--- src/rtl/mdu_issue_ctrl_if.sv ---
`default_nettype none
// ============================================================================
// == Module   : mdu_issue_ctrl_if                                           ==
// == Purpose  : Bundles the EXE-stage pipeline controls, the multiplier and  ==
// ==            divider handshakes, and the HILO write strobe of the MDU     ==
// ==            issue controller into one connection.                        ==
// == Modports : slave  - the issue controller (consumes EXE/divider status, ==
// ==                     drives launches, stall and finish)                  ==
// ==            master - the surrounding pipeline / datapath side            ==
// == Signals  : EXE_Flush, EXE_Wr, mdu_op_valid, mdu_op[3:0],               ==
// ==            div_divisor_zero, div_done              (master -> slave)    ==
// ==            mul_start, mul_signed, div_start, div_signed, div_abort,     ==
// ==            EXE_MULTDIVStall, EXE_Finish, EXE_MultiExtendOp[1:0],        ==
// ==            mdu_div_zero                            (slave -> master)    ==
// == Revision : 1.0  initial release                                        ==
// ============================================================================
interface mdu_issue_ctrl_if;
  logic       EXE_Flush;
  logic       EXE_Wr;
  logic       mdu_op_valid;
  logic [3:0] mdu_op;
  logic       div_divisor_zero;
  logic       div_done;
  logic       mul_start;
  logic       mul_signed;
  logic       div_start;
  logic       div_signed;
  logic       div_abort;
  logic       EXE_MULTDIVStall;
  logic       EXE_Finish;
  logic [1:0] EXE_MultiExtendOp;
  logic       mdu_div_zero;

  modport slave (
    input  EXE_Flush, EXE_Wr, mdu_op_valid, mdu_op, div_divisor_zero, div_done,
    output mul_start, mul_signed, div_start, div_signed, div_abort,
           EXE_MULTDIVStall, EXE_Finish, EXE_MultiExtendOp, mdu_div_zero
  );

  modport master (
    output EXE_Flush, EXE_Wr, mdu_op_valid, mdu_op, div_divisor_zero, div_done,
    input  mul_start, mul_signed, div_start, div_signed, div_abort,
           EXE_MULTDIVStall, EXE_Finish, EXE_MultiExtendOp, mdu_div_zero
  );
endinterface
`default_nettype wire

--- src/rtl/mdu_issue_ctrl.sv ---
`default_nettype none
// ============================================================================
// == Module   : mdu_issue_ctrl                                             ==
// == Purpose  : Sequencer for the EXE-stage multiply/divide resource.       ==
// ==            Decodes the MDU op class, issues it exactly once to a       ==
// ==            fixed-latency pipelined multiplier or a start/done divider, ==
// ==            stalls the pipeline while busy, then emits a one-cycle      ==
// ==            EXE_Finish with the HILO extend op. EXE_Flush aborts.       ==
// == Ports    : clk  - clock                                               ==
// ==            rst  - synchronous active-high reset                       ==
// ==            bus  - mdu_issue_ctrl_if.slave (EXE controls, multiplier/  ==
// ==                   divider handshakes, stall, finish, extend op)       ==
// == Params   : MUL_LAT - multiplier pipeline depth in cycles (>=1)        ==
// ==            CNT_W   - latency counter width, 2**CNT_W > MUL_LAT        ==
// == Macro    : MDU_DIVZERO_FAST_EN - divide-by-zero skips the divider and ==
// ==            finishes the cycle after issue with mdu_div_zero=1         ==
// == Revision : 1.0  initial release                                      ==
// ============================================================================
module mdu_issue_ctrl #(
  parameter int MUL_LAT = 2,
  parameter int CNT_W   = 3
) (
  input  logic             clk,
  input  logic             rst,
  mdu_issue_ctrl_if.slave  bus
);

  typedef enum logic [2:0] {
    S_IDLE     = 3'd0,
    S_MUL_WAIT = 3'd1,
    S_DIV_WAIT = 3'd2,
    S_DONE     = 3'd3,
    S_HOLD     = 3'd4
  } state_t;

  localparam logic [CNT_W-1:0] MUL_CNT_INIT = CNT_W'(MUL_LAT - 1);
  localparam logic [CNT_W-1:0] CNT_ONE      = CNT_W'(1);

  state_t           state_q, state_d;
  logic [CNT_W-1:0] cnt_q, cnt_d;
  logic [1:0]       ext_q, ext_d;
  logic             dz_q, dz_d;

  // Op decode
  logic       is_mul_w;
  logic       is_div_w;
  logic       op_signed_w;
  logic [1:0] op_ext_w;

  always_comb begin
    is_mul_w    = 1'b0;
    is_div_w    = 1'b0;
    op_signed_w = 1'b0;
    op_ext_w    = 2'b00;
    case (bus.mdu_op)
      4'd1: begin is_mul_w = 1'b1; op_signed_w = 1'b1; end                     // MULT
      4'd2: begin is_mul_w = 1'b1; end                                         // MULTU
      4'd3: begin is_div_w = 1'b1; op_signed_w = 1'b1; end                     // DIV
      4'd4: begin is_div_w = 1'b1; end                                         // DIVU
      4'd5: begin is_mul_w = 1'b1; op_signed_w = 1'b1; op_ext_w = 2'b01; end   // MADD
      4'd6: begin is_mul_w = 1'b1; op_ext_w = 2'b01; end                       // MADDU
      4'd7: begin is_mul_w = 1'b1; op_signed_w = 1'b1; op_ext_w = 2'b10; end   // MSUB
      4'd8: begin is_mul_w = 1'b1; op_ext_w = 2'b10; end                       // MSUBU
      default: ;                                                               // NONE / reserved
    endcase
  end

  // Divide-by-zero fast path: the result is architecturally undefined, so the
  // divider is never engaged and the op completes the cycle after issue.
  logic div_fast_w;
`ifdef MDU_DIVZERO_FAST_EN
  assign div_fast_w = is_div_w & bus.div_divisor_zero;
`else
  logic unused_divisor_zero;
  assign unused_divisor_zero = bus.div_divisor_zero;
  assign div_fast_w          = 1'b0;
`endif

  // Outputs are suppressed while rst is high (no Finish/abort on a reset
  // mid-op) and flush suppresses everything except the divider kill.
  logic go_w;
  logic issue_w;
  assign go_w    = ~rst & ~bus.EXE_Flush;
  // Issue only from IDLE: an op held in EXE (HOLD) is never re-launched.
  assign issue_w = go_w & (state_q == S_IDLE) & bus.mdu_op_valid & (is_mul_w | is_div_w);

  // Next-state logic
  always_comb begin
    state_d = state_q;
    cnt_d   = cnt_q;
    ext_d   = ext_q;
    dz_d    = dz_q;
    case (state_q)
      S_IDLE: begin
        if (issue_w) begin
          ext_d = op_ext_w;
          dz_d  = div_fast_w;
          if (is_mul_w) begin
            cnt_d   = MUL_CNT_INIT;
            // A single-stage multiplier already has its result next cycle.
            state_d = (MUL_LAT == 1) ? S_DONE : S_MUL_WAIT;
          end else if (div_fast_w) begin
            state_d = S_DONE;
          end else begin
            state_d = S_DIV_WAIT;
          end
        end
      end
      S_MUL_WAIT: begin
        // The counter holds the remaining wait cycles including this one;
        // leaving on the last one lands DONE exactly MUL_LAT after issue.
        if (cnt_q <= CNT_ONE) begin
          cnt_d   = '0;
          state_d = S_DONE;
        end else begin
          cnt_d = cnt_q - CNT_ONE;
        end
      end
      S_DIV_WAIT: begin
        if (bus.div_done) state_d = S_DONE;
      end
      S_DONE: begin
        state_d = bus.EXE_Wr ? S_IDLE : S_HOLD;
      end
      S_HOLD: begin
        if (bus.EXE_Wr) state_d = S_IDLE;
      end
      default: state_d = S_IDLE;
    endcase
    // Flush drops whatever is in flight, including a multiplier result.
    if (bus.EXE_Flush) begin
      state_d = S_IDLE;
      cnt_d   = '0;
    end
  end

  always_ff @(posedge clk) begin
    if (rst) begin
      state_q <= S_IDLE;
      cnt_q   <= '0;
      ext_q   <= 2'b00;
      dz_q    <= 1'b0;
    end else begin
      state_q <= state_d;
      cnt_q   <= cnt_d;
      ext_q   <= ext_d;
      dz_q    <= dz_d;
    end
  end

  // Output decode
  logic finish_w;
  assign finish_w = go_w & (state_q == S_DONE);

  assign bus.mul_start         = issue_w & is_mul_w;
  assign bus.mul_signed        = issue_w & is_mul_w & op_signed_w;
  assign bus.div_start         = issue_w & is_div_w & ~div_fast_w;
  assign bus.div_signed        = issue_w & is_div_w & ~div_fast_w & op_signed_w;
  assign bus.div_abort         = ~rst & bus.EXE_Flush & (state_q == S_DIV_WAIT);
  assign bus.EXE_MULTDIVStall  = issue_w |
                                 (go_w & ((state_q == S_MUL_WAIT) | (state_q == S_DIV_WAIT)));
  assign bus.EXE_Finish        = finish_w;
  assign bus.EXE_MultiExtendOp = finish_w ? ext_q : 2'b00;
  assign bus.mdu_div_zero      = finish_w & dz_q;

endmodule
`default_nettype wire

--- src/flat_wrapper.sv ---
// flat-port wrapper written by rule: the top's interface ports become plain ports
module mdu_issue_ctrl_flat 
#(
  parameter int MUL_LAT = 2,
  parameter int CNT_W   = 3
)
  (clk, rst, bus_EXE_Flush, bus_EXE_Wr, bus_mdu_op_valid, bus_mdu_op, bus_div_divisor_zero, bus_div_done, bus_mul_start, bus_mul_signed, bus_div_start, bus_div_signed, bus_div_abort, bus_EXE_MULTDIVStall, bus_EXE_Finish, bus_EXE_MultiExtendOp, bus_mdu_div_zero);
  mdu_issue_ctrl_if bus_i ();
  input  logic clk;
  input  logic rst;
  input wire logic [$bits(bus_i.EXE_Flush)-1:0] bus_EXE_Flush;
  input wire logic [$bits(bus_i.EXE_Wr)-1:0] bus_EXE_Wr;
  input wire logic [$bits(bus_i.mdu_op_valid)-1:0] bus_mdu_op_valid;
  input wire logic [$bits(bus_i.mdu_op)-1:0] bus_mdu_op;
  input wire logic [$bits(bus_i.div_divisor_zero)-1:0] bus_div_divisor_zero;
  input wire logic [$bits(bus_i.div_done)-1:0] bus_div_done;
  output wire logic [$bits(bus_i.mul_start)-1:0] bus_mul_start;
  output wire logic [$bits(bus_i.mul_signed)-1:0] bus_mul_signed;
  output wire logic [$bits(bus_i.div_start)-1:0] bus_div_start;
  output wire logic [$bits(bus_i.div_signed)-1:0] bus_div_signed;
  output wire logic [$bits(bus_i.div_abort)-1:0] bus_div_abort;
  output wire logic [$bits(bus_i.EXE_MULTDIVStall)-1:0] bus_EXE_MULTDIVStall;
  output wire logic [$bits(bus_i.EXE_Finish)-1:0] bus_EXE_Finish;
  output wire logic [$bits(bus_i.EXE_MultiExtendOp)-1:0] bus_EXE_MultiExtendOp;
  output wire logic [$bits(bus_i.mdu_div_zero)-1:0] bus_mdu_div_zero;
  assign bus_i.EXE_Flush = bus_EXE_Flush;
  assign bus_i.EXE_Wr = bus_EXE_Wr;
  assign bus_i.mdu_op_valid = bus_mdu_op_valid;
  assign bus_i.mdu_op = bus_mdu_op;
  assign bus_i.div_divisor_zero = bus_div_divisor_zero;
  assign bus_i.div_done = bus_div_done;
  assign bus_mul_start = bus_i.mul_start;
  assign bus_mul_signed = bus_i.mul_signed;
  assign bus_div_start = bus_i.div_start;
  assign bus_div_signed = bus_i.div_signed;
  assign bus_div_abort = bus_i.div_abort;
  assign bus_EXE_MULTDIVStall = bus_i.EXE_MULTDIVStall;
  assign bus_EXE_Finish = bus_i.EXE_Finish;
  assign bus_EXE_MultiExtendOp = bus_i.EXE_MultiExtendOp;
  assign bus_mdu_div_zero = bus_i.mdu_div_zero;
  mdu_issue_ctrl #(.MUL_LAT(MUL_LAT), .CNT_W(CNT_W)) u_core (.clk(clk), .rst(rst), .bus(bus_i));
endmodule
--- config.mk ---
export PLATFORM = sky130hd
export DESIGN_NAME = mdu_issue_ctrl_flat
export DESIGN_NICKNAME = d
export VERILOG_FILES = /design/src/rtl/mdu_issue_ctrl_if.sv /design/src/rtl/mdu_issue_ctrl.sv /design/src/flat_wrapper.sv
export SDC_FILE = /design/constraint.sdc
export NUM_CORES = 1
export LEC_CHECK = 0
export ABC_AREA = 1
export BUFFER_PORTS_ARGS = -buffer_cell sky130_fd_sc_hd__buf_2
export CAP_MARGIN = 30
export CORE_MARGIN = 3
export CORE_UTILIZATION = 44
export CTS_BUF_LIST = sky130_fd_sc_hd__clkbuf_16
export CTS_CLUSTER_DIAMETER = 80
export DETAILED_ROUTE_END_ITERATION = 6
export PLACE_DENSITY = 0.73
export SETUP_SLACK_MARGIN = 0.1
export SYNTH_ARGS = -nofsm -noshare
export SYNTH_HDL_FRONTEND = slang
export SYNTH_SLANG_ARGS = --single-unit
--- constraint.sdc ---
create_clock -name clk -period 1.2 [get_ports clk]
set_input_delay 0.12 -clock clk [delete_from_list [all_inputs] [get_ports clk]]
set_output_delay 0.12 -clock clk [all_outputs]
set_load 0.01 [all_outputs]
== Word-level counts from Yosys, hierarchy flattened ==
Cells that the tools add are included.
Operators by class
  add/subtract/negate cells: 1
  multiply operators: 0
  div/mod/pow operators: 0
  magnitude comparators: 1
  equal/unequal tests: 17
  shifts and indexed selects: 0
  multiplexer cells: 16
  bitwise logic cells: 17
  reduce and logical (&&, ||, !) cells: 11
Operators by type and width (count)
  $mux W3: 8
  $eq A4 B3 Y1 const B: 4
  $pmux W3 S5: 1
  $and A1 B1 Y1: 12
  $eq A4 B2 Y1 const B: 2
  $reduce_or A2 Y1: 4
  $eq A3 B2 Y1 const B: 2
  $ne A2 B1 Y1 const B: 3
  $pmux W3 S2: 1
  $reduce_or A6 Y1: 1
  $eq A4 B1 Y1 const B: 1
  $eq A4 B4 Y1 const B: 1
  $mux W2: 2
  $ne A2 B2 Y1 const B: 2
  $pmux W2 S2: 1
  $reduce_and A4 Y1: 1
  $reduce_or A4 Y1: 1
  $eq A3 B1 Y1 const B: 1
  $eq A3 B3 Y1 const B: 1
  $le A3 B1 Y1 const B: 1
  $logic_not A3 Y1: 1
  $mux W1: 3
  $or A1 B1 Y1: 3
  $reduce_and A3 Y1: 1
  other kinds (4): 5
Word-level totals
  bits in registers: 8
  latch bits: 0
  bits in writable memories: 0
  bits in read-only memories: 0
  bits of input ports: 11
  output and inout port bits: 10
  logic and storage cells: 66
  memories: 0

== Longest topological paths before layout ==
Gate-level depths: netlist (run 1).
  word-level depth: 7
  depth in mapped cells: 10
  gate-level depth less buffers: 10

== Least setup slack after synthesis (run 1) ==
OpenSTA, ideal clock, no wires.
  path kind: reg2reg
  from: register u_core.cnt_q[1]
  to: register u_core.state_q[0]
  data arrival time: 1069 ps
  path slack: 16 ps
  stages on the path, launching flop included: 9
  period minus slack after synthesis: 1184 ps
  cell sequence: dfxtp_1 -> inv_1 -> ha_1 -> a21oi_1 -> nor2_1 -> nor2_1 -> nor2_1 -> a21oi_1 -> nor2_1
On the way
  longest elaborated chain between the ends: 3
RTL lines
  start: declaration: line mdu_issue_ctrl.sv:40  | logic [CNT_W-1:0] cnt_q, cnt_d;
  start signal: assignment: line mdu_issue_ctrl.sv:145  | cnt_q <= cnt_d;
  $le A3 B1 Y1: line mdu_issue_ctrl.sv:112  | if (cnt_q <= CNT_ONE) begin
  $ne A2 B1 Y1 (no line)
  $reduce_and A4 Y1 (no line)
  end signal: assignment: line mdu_issue_ctrl.sv:144  | state_q <= state_d;
  end: declaration: line mdu_issue_ctrl.sv:39  | state_t state_q, state_d;
No other way between the ends.
A chain may end at the register's enable or synchronous reset.

== Worst setup path in the final report (run 1) ==
  from: register u_core.state_q[0]
  to: output port bus_EXE_MULTDIVStall
On the way
  longest elaborated chain between the ends: 5
  elaborated cells between the ends (all ways): 9
RTL lines
  $logic_not A3 Y1: line mdu_issue_ctrl.sv:85  | assign issue_w = go_w & (state_q == S_IDLE) & bus.mdu_op_valid & (is_mul_w | is_div_w);
  $and A1 B1 Y1 (3 in a row): line mdu_issue_ctrl.sv:85
  $or A1 B1 Y1 (*): line mdu_issue_ctrl.sv:160  | assign bus.EXE_MULTDIVStall = issue_w |
  end: declaration: line flat_wrapper.sv:22  | output wire logic [$bits(bus_i.EXE_MULTDIVStall)-1:0] bus_EXE_MULTDIVStall;
Mark *: on every way between the ends. The rest lies on a longest branch, timed or not.

==> impl_metrics.csv, run 1 <==
group,metric,value,unit
synth,yosysSeqAreaShare,0.2411,
critical_path,worstPathCellList,"nor2_4 > nand2_2 > nor2_4 > nand3_4 > nand2_4 > inv_4 > o21ai_2 > buf_2",
power_and_ir_drop,max-vdd-ir-drop,0.6780,mV
timing,finalSetupViolCount,16,
clock_tree,cts_buffers,3,
route,vias,798,
cells_and_area,drive_above_1_share,0.4737,
route,drt_iter0_drc,16,
worst_hold_path,holdPathStages,2,
timing,fmax,0.6820,GHz
clock_tree,cts_max_path_buffers,2,
cells_and_area,nets,167,
critical_path,path_class,"register to output pin",
cells_and_area,diodes,0,
critical_path,crit_arrival,1.35,ns
critical_path,start_kind,"register",
synth,ys_ff_latch,8,
clock_tree,clk_latency,0.23,ns
floorplan,die-area,2012,µm²
place,io_buffers,18,
clock_tree,cts.sink_count,8,
timing,rsz0062_at_grt,"true",
timing,finalClockSkew,0.003446,ns
place,post-place-ws,-0.07171,ns
critical_path,critPathMaxStageDelay,0.33,ns
job,maxCapViolCount,0,
place,dpl.hpwl,1.227,mm
power_and_ir_drop,finalPower,1.051,mW
global_route,grt_max_degree,7,
global_route,overflow,0,
global_route,grt_usage,0.1882,
clock_tree,htreeDepth,1,
floorplan,initial_core_util,0.4863,
power_and_ir_drop,leakage,0.5838,nW
place,gp_congestion,0.7855,
route,first_pass_iters,4,
power_and_ir_drop,power-per-cell-area,965.3,nW/µm²
run_status,violations,"negative setup slack",
timing,final_max_slew_viol_count,0,
critical_path,required,1.08,ns
synth,synth_top_area_frac,0.2411,
synth,synthesis.nets,129,
synth,synth_area_leaders,"dfxtp_1, nand2_1, inv_1",
global_route,grt_pass1_vias,745,
cells_and_area,post-route-util,0.7967,
route,wl_per_cell,10.68,µm
synth,synth.cell_area,664.4,µm²
synth,ys_warn_count,0,
clock_tree,cts_tree,"done",
clock_tree,ctsRootBufferMaster,"clkbuf_16",
timing,min_period_over_period,1.222,
clock_tree,cts.clk_slew.worst_paths,0.04,ns
floorplan,io_pins,21,
cells_and_area,syn2layout_area_growth,63.84,%
floorplan,die_h,44.86,µm
timing,hold_viol_final,0,
timing,timing.final.ws_setup,-0.2664,ns
critical_path,r2r_cells,10,
global_route,grt_pass1_wl,2.842,mm
floorplan,die_w,44.86,µm
worst_hold_path,hp-class,"primary input to register",
synth,avgSynthCellArea,5.727,µm²
floorplan,rows,13,
route,vias_per_cell,4.778,
timing,min_period,1.466,ns
timing,fin_hold_ws,0.1011,ns
critical_path,critPathMostFrequentCell,"nor2_4",
critical_path,critPathCaptureType,"output pin",
route,ant_nets,0,
route,drc,0,
critical_path,crit_fanout,3,
critical_path,crit_slowest_cell,"dfxtp_2",
synth,ys_types,17,
route,wl,1.784,mm
clock_tree,cts_hold_buffers,0,
synth,synthCells,116,
synth,yosys.area.top_type,"dfxtp_1",
global_route,antenna_found_initial,0,
run_status,status,"complete, but fails checks",
floorplan,core,1366,µm²
[path summary, 6_finish.rpt]
path / to / slack (ns) / start
max: bus_EXE_MULTDIVStall / -0.27 / u_core.state_q[0]$_SDFFE_PP0P_
min: u_core.ext_q[1]$_SDFFE_PP0P_ / 0.10 / rst
max reg2reg: u_core.cnt_q[1]$_SDFFE_PP0P_ / -0.18 / u_core.state_q[0]$_SDFFE_PP0P_
min reg2reg: u_core.ext_q[1]$_SDFFE_PP0P_ / 0.47 / u_core.ext_q[1]$_SDFFE_PP0P_
[registers in the layout, summed over array words and instances (netlist names)]
signal,cells
u_core.cnt_q,3
u_core.ext_q,2
u_core.state_q,3
[critical path, delay by kind of cell, from the launching register on]
kind / cells / cell delay [ns]
buffers and inverters: 2 / 0.18
and+or+nand+nor: 5 / 0.58
AOI/OAI and AO/OA: 1 / 0.04
DFF: 1 / 0.33
[power by group]
| group | internal [mW] | switching, mW |
|---|---|---|
| clock | 0.431 | 0.139 |
| combinational | 0.0854 | 0.117 |
| sequential | 0.274 | 0.00546 |
| total | 0.790 | 0.261 |
[routing by layer]
layer,track usage,vias to the layer above,share of wire
li1,-,421,-
met2,0.3066,22,0.47
met4,0.1053,0,0.025
met5,0,-,0
met3,0.04781,7,0.059
met1,0.2236,348,0.45
[cells by family after synthesis]
kind of cell	count (synthesis)	synth area share
compound gates	10	0.07910
xor+xnor	1	0.01319
fa+ha+maj	2	0.03766
buf+inv	24	0.1412
flops	8	0.2410
other cells	1	0.005644
simple gates	70	0.4821
[area by class of cell]
cell class	count	area, µm²
Clock buffer	3	75.07
Fill cell	89	277.8
Multi-Input combinational cell	84	505.5
Timing Repair Buffer	34	234.0
Inverter	23	88.84
Tap cell	15	18.77
Sequential cell	8	166.4
[what timing repair did]
item	4_1_cts	5_1_grt
endpoints found under the hold margin	0	0
endpoints found under the setup margin	16	16
pin swaps	9	7
buffers inserted	6	3
resized for setup	10	17
[cell usage after synthesis]
cell and count:
a21oi_1 6, nand3_1 7, conb_1 1, ha_1 2
xor2_1 1, buf_4 1, inv_1 23, nand2_1 31
nor2_4 2, o21bai_1 1, o21ai_0 3, nand2_2 2
dfxtp_1 8, or2_2 1, nand3_2 3, nor2_2 3
nor2_1 21
[metrics by stage]
| step | instance area (µm²) | setup TNS [ns] | cells |
|---|---|---|---|
| 2_1_floorplan | 704.4 | 0 | 116 |
| 3_3_place_gp | 865.8 | -0.2395 | 156 |
| 3_5_place_dp | 865.8 | -0.3585 | 156 |
| 4_1_cts | 1018 | -2.708 | 165 |
| 5_1_grt | 1089 | -3.772 | 167 |
| 6_report | 1089 | -2.610 | 167 |
[placed cells by master (no fill, tap or decap), types with 3 or more instances in the layout]
master,Yosys,routed
nand2_1,31,26
inv_1,23,19
buf_2,0,16
nor2_1,21,14
buf_4,1,13
nor2_2,3,8
nand3_1,7,7
a21oi_1,6,5
buf_6,0,5
dfxtp_2,0,5
nor2_4,2,4
nand2_4,0,4
nand2_2,2,3
inv_2,0,3
clkbuf_16,0,3
dfxtp_1,8,3
(Power assumes the default switching activity.)
==> run 2: changes to the inputs <==
CORE_UTILIZATION = 38   (was 44)
HOLD_SLACK_MARGIN = 0.02   (was not set)
PLACE_DENSITY = not set   (was 0.73)
==> impl_metrics.csv, run 2 (synthesized netlist as in run 1, its figures left out) <==
group,metric,value,unit
global_route,antenna_found_initial,0,
place,dp_cells,158,
timing,finalClockSkew,0.002143,ns
critical_path,r2r-start,"u_core.state_q[1]$_SDFFE_PP0P_",
cells_and_area,drive_above_1_share,0.4837,
clock_tree,cts.sink_count,8,
global_route,busiest_layer,"met2",
timing,final_max_slew_viol_count,0,
critical_path,r2r_cells,10,
critical_path,crit_slowest_cell,"dfxtp_2",
global_route,grt_pass1_vias,699,
cells_and_area,final_cell_mix,"nand2_1, inv_1, nor2_1",
cells_and_area,nets,168,
cells_and_area,diodes,0,
critical_path,crit_fanout,3,
place,io_buffers,18,
cells_and_area,post-route-util,0.7056,
critical_path,start_kind,"register",
global_route,grt_usage,0.1784,
clock_tree,cts.clk_slew.worst_paths,0.04,ns
route,drt_iter0_drc,8,
critical_path,path_depth,8,
place,place_area,874.6,µm²
timing,fmax,0.6886,GHz
route,vias,793,
route,wl,1.802,mm
floorplan,core,1577,µm²
global_route,grt_max_degree,7,
critical_path,critPathMaxStageDelay,0.33,ns
floorplan,initial_core_util,0.4214,
global_route,grt_pass1_wl,2.787,mm
floorplan,die_h,47.82,µm
critical_path,critPathCaptureType,"output pin",
cells_and_area,reg_top3,"u_core.cnt_q x3, u_core.state_q x3, u_core.ext_q x2",
place,gp_congestion,0.6947,
timing,timing.final.ws_setup,-0.2521,ns
timing,min_period,1.452,ns
timing,min_period_over_period,1.210,
timing,finalSetupViolCount,16,
worst_hold_path,hp-start,"rst",
route,first_pass_iters,4,
cells_and_area,syn2layout_area_growth,67.42,%
critical_path,path_buf_inv,2,
critical_path,crit_arrival,1.33,ns
place,dpl.hpwl,1.266,mm
critical_path,path_class,"register to output pin",
clock_tree,cts_buffers,3,
critical_path,worstPathCellList,"nor2_4 > nand2_2 > nor2_4 > nand3_4 > nand2_4 > inv_2 > o21ai_2 > buf_2",
cells_and_area,layout.cells.non_filler,169,
timing,rsz0062_at_grt,"true",
route,vias_per_cell,4.692,
power_and_ir_drop,leakage,0.5961,nW
worst_hold_path,hp-class,"primary input to register",
global_route,use_met2,0.3061,
global_route,use_met1,0.2063,
clock_tree,htreeDepth,1,
cells_and_area,final_common_cell,"nand2_1",
floorplan,die_w,47.82,µm
clock_tree,clk_latency,0.23,ns
critical_path,critPathLaunch,"u_core.state_q[1]$_SDFFE_PP0P_",
floorplan,io_pins,21,
route,wl_per_cell,10.66,µm
power_and_ir_drop,max-vdd-ir-drop,1.027,mV
timing,setup_tns,-2.497,ns
power_and_ir_drop,power-per-cell-area,929.9,nW/µm²
floorplan,rows,14,
run_status,violations,"negative setup slack",
route,drc,0,
critical_path,critPathMostFrequentCell,"nor2_4",
timing,hold_viol_final,0,
critical_path,critical-path-top-delay-family,"simple AND/OR/NAND/NOR gates",
floorplan,die-area,2286,µm²
run_status,status,"complete, but fails checks",
critical_path,required,1.08,ns
worst_hold_path,holdPathStages,2,
clock_tree,ctsRootBufferMaster,"clkbuf_16",
clock_tree,cts_max_path_buffers,2,
global_route,overflow,0,
job,maxCapViolCount,0,
global_route,grt_util_met3,0.03383,
clock_tree,cts_tree,"done",
clock_tree,cts_hold_buffers,0,
place,post-place-ws,-0.07834,ns
route,ant_nets,0,
cells_and_area,final_area,1112,µm²
==> run 2: layer usage <==
layer | vias up | wire [µm]
li1 | 424 | -
met1 | 351 | 819
met2 | 14 | 888
met3 | 4 | 52
met4 | 0 | 40
met5 | - | 0
==> run 2: power by group <==
group          switching, mW  internal (mW)  leakage [nW]
sequential           0.00534          0.273        0.0674
clock                  0.122          0.429        0.0370
combinational          0.119         0.0867         0.492
==> run 2: worst paths after layout <==
path,endpoint,slack [ns]
max,bus_EXE_MULTDIVStall,-0.25
min,u_core.ext_q[1]$_SDFFE_PP0P_,0.11
max reg2reg,u_core.cnt_q[2]$_SDFFE_PP0P_,-0.18
min reg2reg,u_core.ext_q[1]$_SDFFE_PP0P_,0.47
==> run 2: worst register-to-register path, delay by kind of cell, from the launching register on <==
kind / cells / cell delay, ns
buf+inv: 1 / 0.16
flops: 1 / 0.33
simple gates: 9 / 0.84
==> run 2: cell type report <==
cell class / count / area, µm²
Tap cell: 16 / 20.02
Inverter: 23 / 86.33
Clock buffer: 3 / 75.07
Fill cell: 126 / 464.2
Timing Repair Buffer: 35 / 251.5
Multi-Input combinational cell: 84 / 510.5
Sequential cell: 8 / 168.9
==> run 2: stage by stage <==
step | total power, mW | hold slack [ns]
2_1_floorplan | 0.3905 | 0.1891
3_3_place_gp | 0.4448 | 0.3521
3_5_place_dp | 0.4462 | 0.3518
4_1_cts | 1.027 | 0.1033
5_1_grt | 1.085 | 0.1167
6_report | 1.034 | 0.1067
==> run 2: timing repair <==
item / in CTS / in global routing
buffers inserted: 6 / 3
endpoints found under the setup margin: 16 / 16
gates resized for setup: 14 / 17
pin swaps: 8 / 11
==> run 3: changes to the inputs <==
ABC_AREA = not set   (was 1)
SLEW_MARGIN = 20   (was not set)
==> impl_metrics.csv, run 3 <==
group,metric,value,unit
global_route,overflow,0,
job,maxCapViolCount,0,
cells_and_area,syn2layout_area_growth,93.36,%
floorplan,die_w,49.97,µm
timing,hold_viol_final,0,
synth,synth_ff_type,"dfxtp_1",
synth,yosysSeqAreaShare,0.2181,
place,dpl.hpwl,1.660,mm
worst_hold_path,hp-class,"primary input to register",
place,gp_congestion,0.8470,
timing,finalSetupViolCount,17,
critical_path,cp-endpoint,"bus_div_signed",
run_status,status,"complete, but fails checks",
place,place_area,1041,µm²
synth,synth_most_common_cell,"o21ai_0",
global_route,grt_max_degree,11,
synth,async_flop_share,0,
critical_path,critPathLaunch,"u_core.state_q[2]$_SDFFE_PP0P_",
clock_tree,cts_buffers,3,
route,vias_per_cell,6.056,
cells_and_area,nets,167,
run_status,violations,"negative setup slack",
cells_and_area,post-route-util,0.7965,
critical_path,r2r-start,"u_core.state_q[2]$_SDFFE_PP0P_",
power_and_ir_drop,power-per-cell-area,761.1,nW/µm²
synth,synth_top_area_frac,0.2181,
clock_tree,clk_latency,0.24,ns
timing,min_period,1.720,ns
timing,fmax,0.5813,GHz
place,io_buffers,18,
synth,synth_edf_count,0,
clock_tree,cts_max_path_buffers,2,
cells_and_area,reg_top3,"u_core.cnt_q x3, u_core.state_q x3, u_core.ext_q x2",
route,wl,3.347,mm
floorplan,rows,15,
critical_path,r2r_cells,5,
critical_path,worstPathCellList,"or4b_4 > nor3_4 > nand2_2 > nor3b_2 > buf_2",
synth,synthesis.nets,113,
critical_path,crit_slowest_cell,"or4b_4",
floorplan,initial_core_util,0.4119,
timing,final_max_slew_viol_count,0,
power_and_ir_drop,leakage,0.5957,nW
critical_path,crit_fanout,3,
clock_tree,cts.sink_count,8,
route,drt_iter0_drc,42,
place,dp_cells,160,
global_route,grt_pass1_vias,1036,
power_and_ir_drop,max-vdd-ir-drop,0.8440,mV
floorplan,core,1783,µm²
cells_and_area,final_area,1420,µm²
critical_path,path_class,"register to output pin",
critical_path,crit_arrival,1.60,ns
cells_and_area,final_cell_mix,"buf_4, buf_2, buf_6",
timing,min_period_over_period,1.434,
route,ant_nets,0,
timing,setup_tns,-5.953,ns
route,drc,0,
synth,yosys.area.top_type,"dfxtp_1",
route,vias,1072,
route,first_pass_iters,4,
clock_tree,ctsRootBufferMaster,"clkbuf_16",
synth,ys_warn_count,0,
timing,relSlewSlack,0.6426,
synth,ys_types,41,
cells_and_area,drive_above_1_share,0.6513,
floorplan,die_h,49.97,µm
synth,synthCells,100,
timing,finalClockSkew,0.003235,ns
floorplan,die-area,2497,µm²
global_route,grt_pass1_wl,4.885,mm
synth,synth.cell_area,734.5,µm²
clock_tree,cts.clk_slew.worst_paths,0.04,ns
critical_path,critPathMaxStageDelay,0.51,ns
synth,synth_area_leaders,"dfxtp_1, o21ai_0, and2_1",
clock_tree,cts_hold_buffers,0,
cells_and_area,fillCellCount,99,
clock_tree,cts_tree,"done",
critical_path,r2r_end,"u_core.state_q[2]$_SDFFE_PP0P_",
synth,avgSynthCellArea,7.345,µm²
cells_and_area,final_common_cell,"buf_4",
critical_path,critPathCaptureType,"output pin",
timing,timing.final.ws_setup,-0.5204,ns
clock_tree,htreeDepth,1,
critical_path,rrSetupSlack,-0.48,ns
timing,tightest_slew,0.5320,ns
timing,rsz0062_at_grt,"true",
cells_and_area,diodes,0,
global_route,antenna_found_initial,0,
critical_path,required,1.08,ns
critical_path,start_kind,"register",
route,wl_per_cell,18.91,µm
cells_and_area,layout.cells.non_filler,177,
floorplan,io_pins,21,
synth,ys_ff_latch,8,
global_route,grt_usage,0.2635,
synth,yosys-top-cells-count,"o21ai_0, dfxtp_1, nor2_1",
-- run 3: how the worst min path moves through the flow --
stage / to / startpoint / slack [ns] / depth (start not counted)
floorplan: u_core.state_q[2]$_SDFFE_PP0P_ / bus_EXE_Wr / 0.28 / 2
global placement: u_core.state_q[2]$_SDFFE_PP0P_ / bus_EXE_Wr / 0.42 / 3
detailed placement: u_core.state_q[2]$_SDFFE_PP0P_ / bus_EXE_Wr / 0.43 / 3
CTS: u_core.state_q[2]$_SDFFE_PP0P_ / bus_EXE_Wr / 0.19 / 3
global route: u_core.state_q[2]$_SDFFE_PP0P_ / bus_EXE_Wr / 0.20 / 3
finish: u_core.state_q[2]$_SDFFE_PP0P_ / bus_EXE_Wr / 0.20 / 3
-- run 3: layer usage --
layer,share of wire,track usage,vias to the layer above,routed length (µm)
li1,-,-,475,-
met1,0.38,0.2949,487,1282
met2,0.49,0.4515,86,1627
met3,0.073,0.04834,24,245
met4,0.057,0.1705,0,191
met5,0,0,-,0
-- run 3: power breakdown --
part	switching (mW)	leakage (nW)	internal, mW
Combinational	0.122	0.491	0.106
Sequential	0.00373	0.0677	0.266
Clock	0.152	0.0370	0.432
-- run 3: timing repair --
item / in CTS / in global routing
setup buffers: 10 / 5
pin swaps: 14 / 6
resized for setup: 42 / 6
gates cloned: 0 / 0
setup endpoints to repair: 17 / 17
-- run 3: layout make-up --
cell class                 count  area [µm²]  area share
inverter                       4       15.01     0.01057
tap                           25       31.28     0.02203
timing repair buffer          58       427.9      0.3013
multi-input combinational     79       699.4      0.4925
clock buffer                   3       75.07     0.05286
sequential                     8       171.4      0.1207
-- run 3: per-stage QoR --
step | power [mW] | worst slack, ns | hold slack [ns]
4_1_cts | 1.040 | -0.5034 | 0.1916
3_5_place_dp | 0.4355 | -0.3774 | 0.4296
3_3_place_gp | 0.4333 | -0.3343 | 0.4150
2_1_floorplan | 0.3710 | -0.2549 | 0.2795
6_report | 1.081 | -0.5204 | 0.2003
5_1_grt | 1.114 | -0.5764 | 0.1972
-- run 3: cell families (layout without fill, tap and decap cells) --
logic type      Yosys count  in the layout  synth area share
simple gates             40             40            0.3049
buf+inv                  13             65           0.08687
flops                     8              8            0.2181
compound gates           36             36            0.3510
other cells               1              1          0.005106
fa+ha+maj                 2              2           0.03407
-- run 3: worst max-delay path, delay by kind of cell, from the launching register on --
kind	cells	cell delay [ns]
buffers and inverters	1	0.14
DFF	1	0.32
and+or+nand+nor	4	0.90
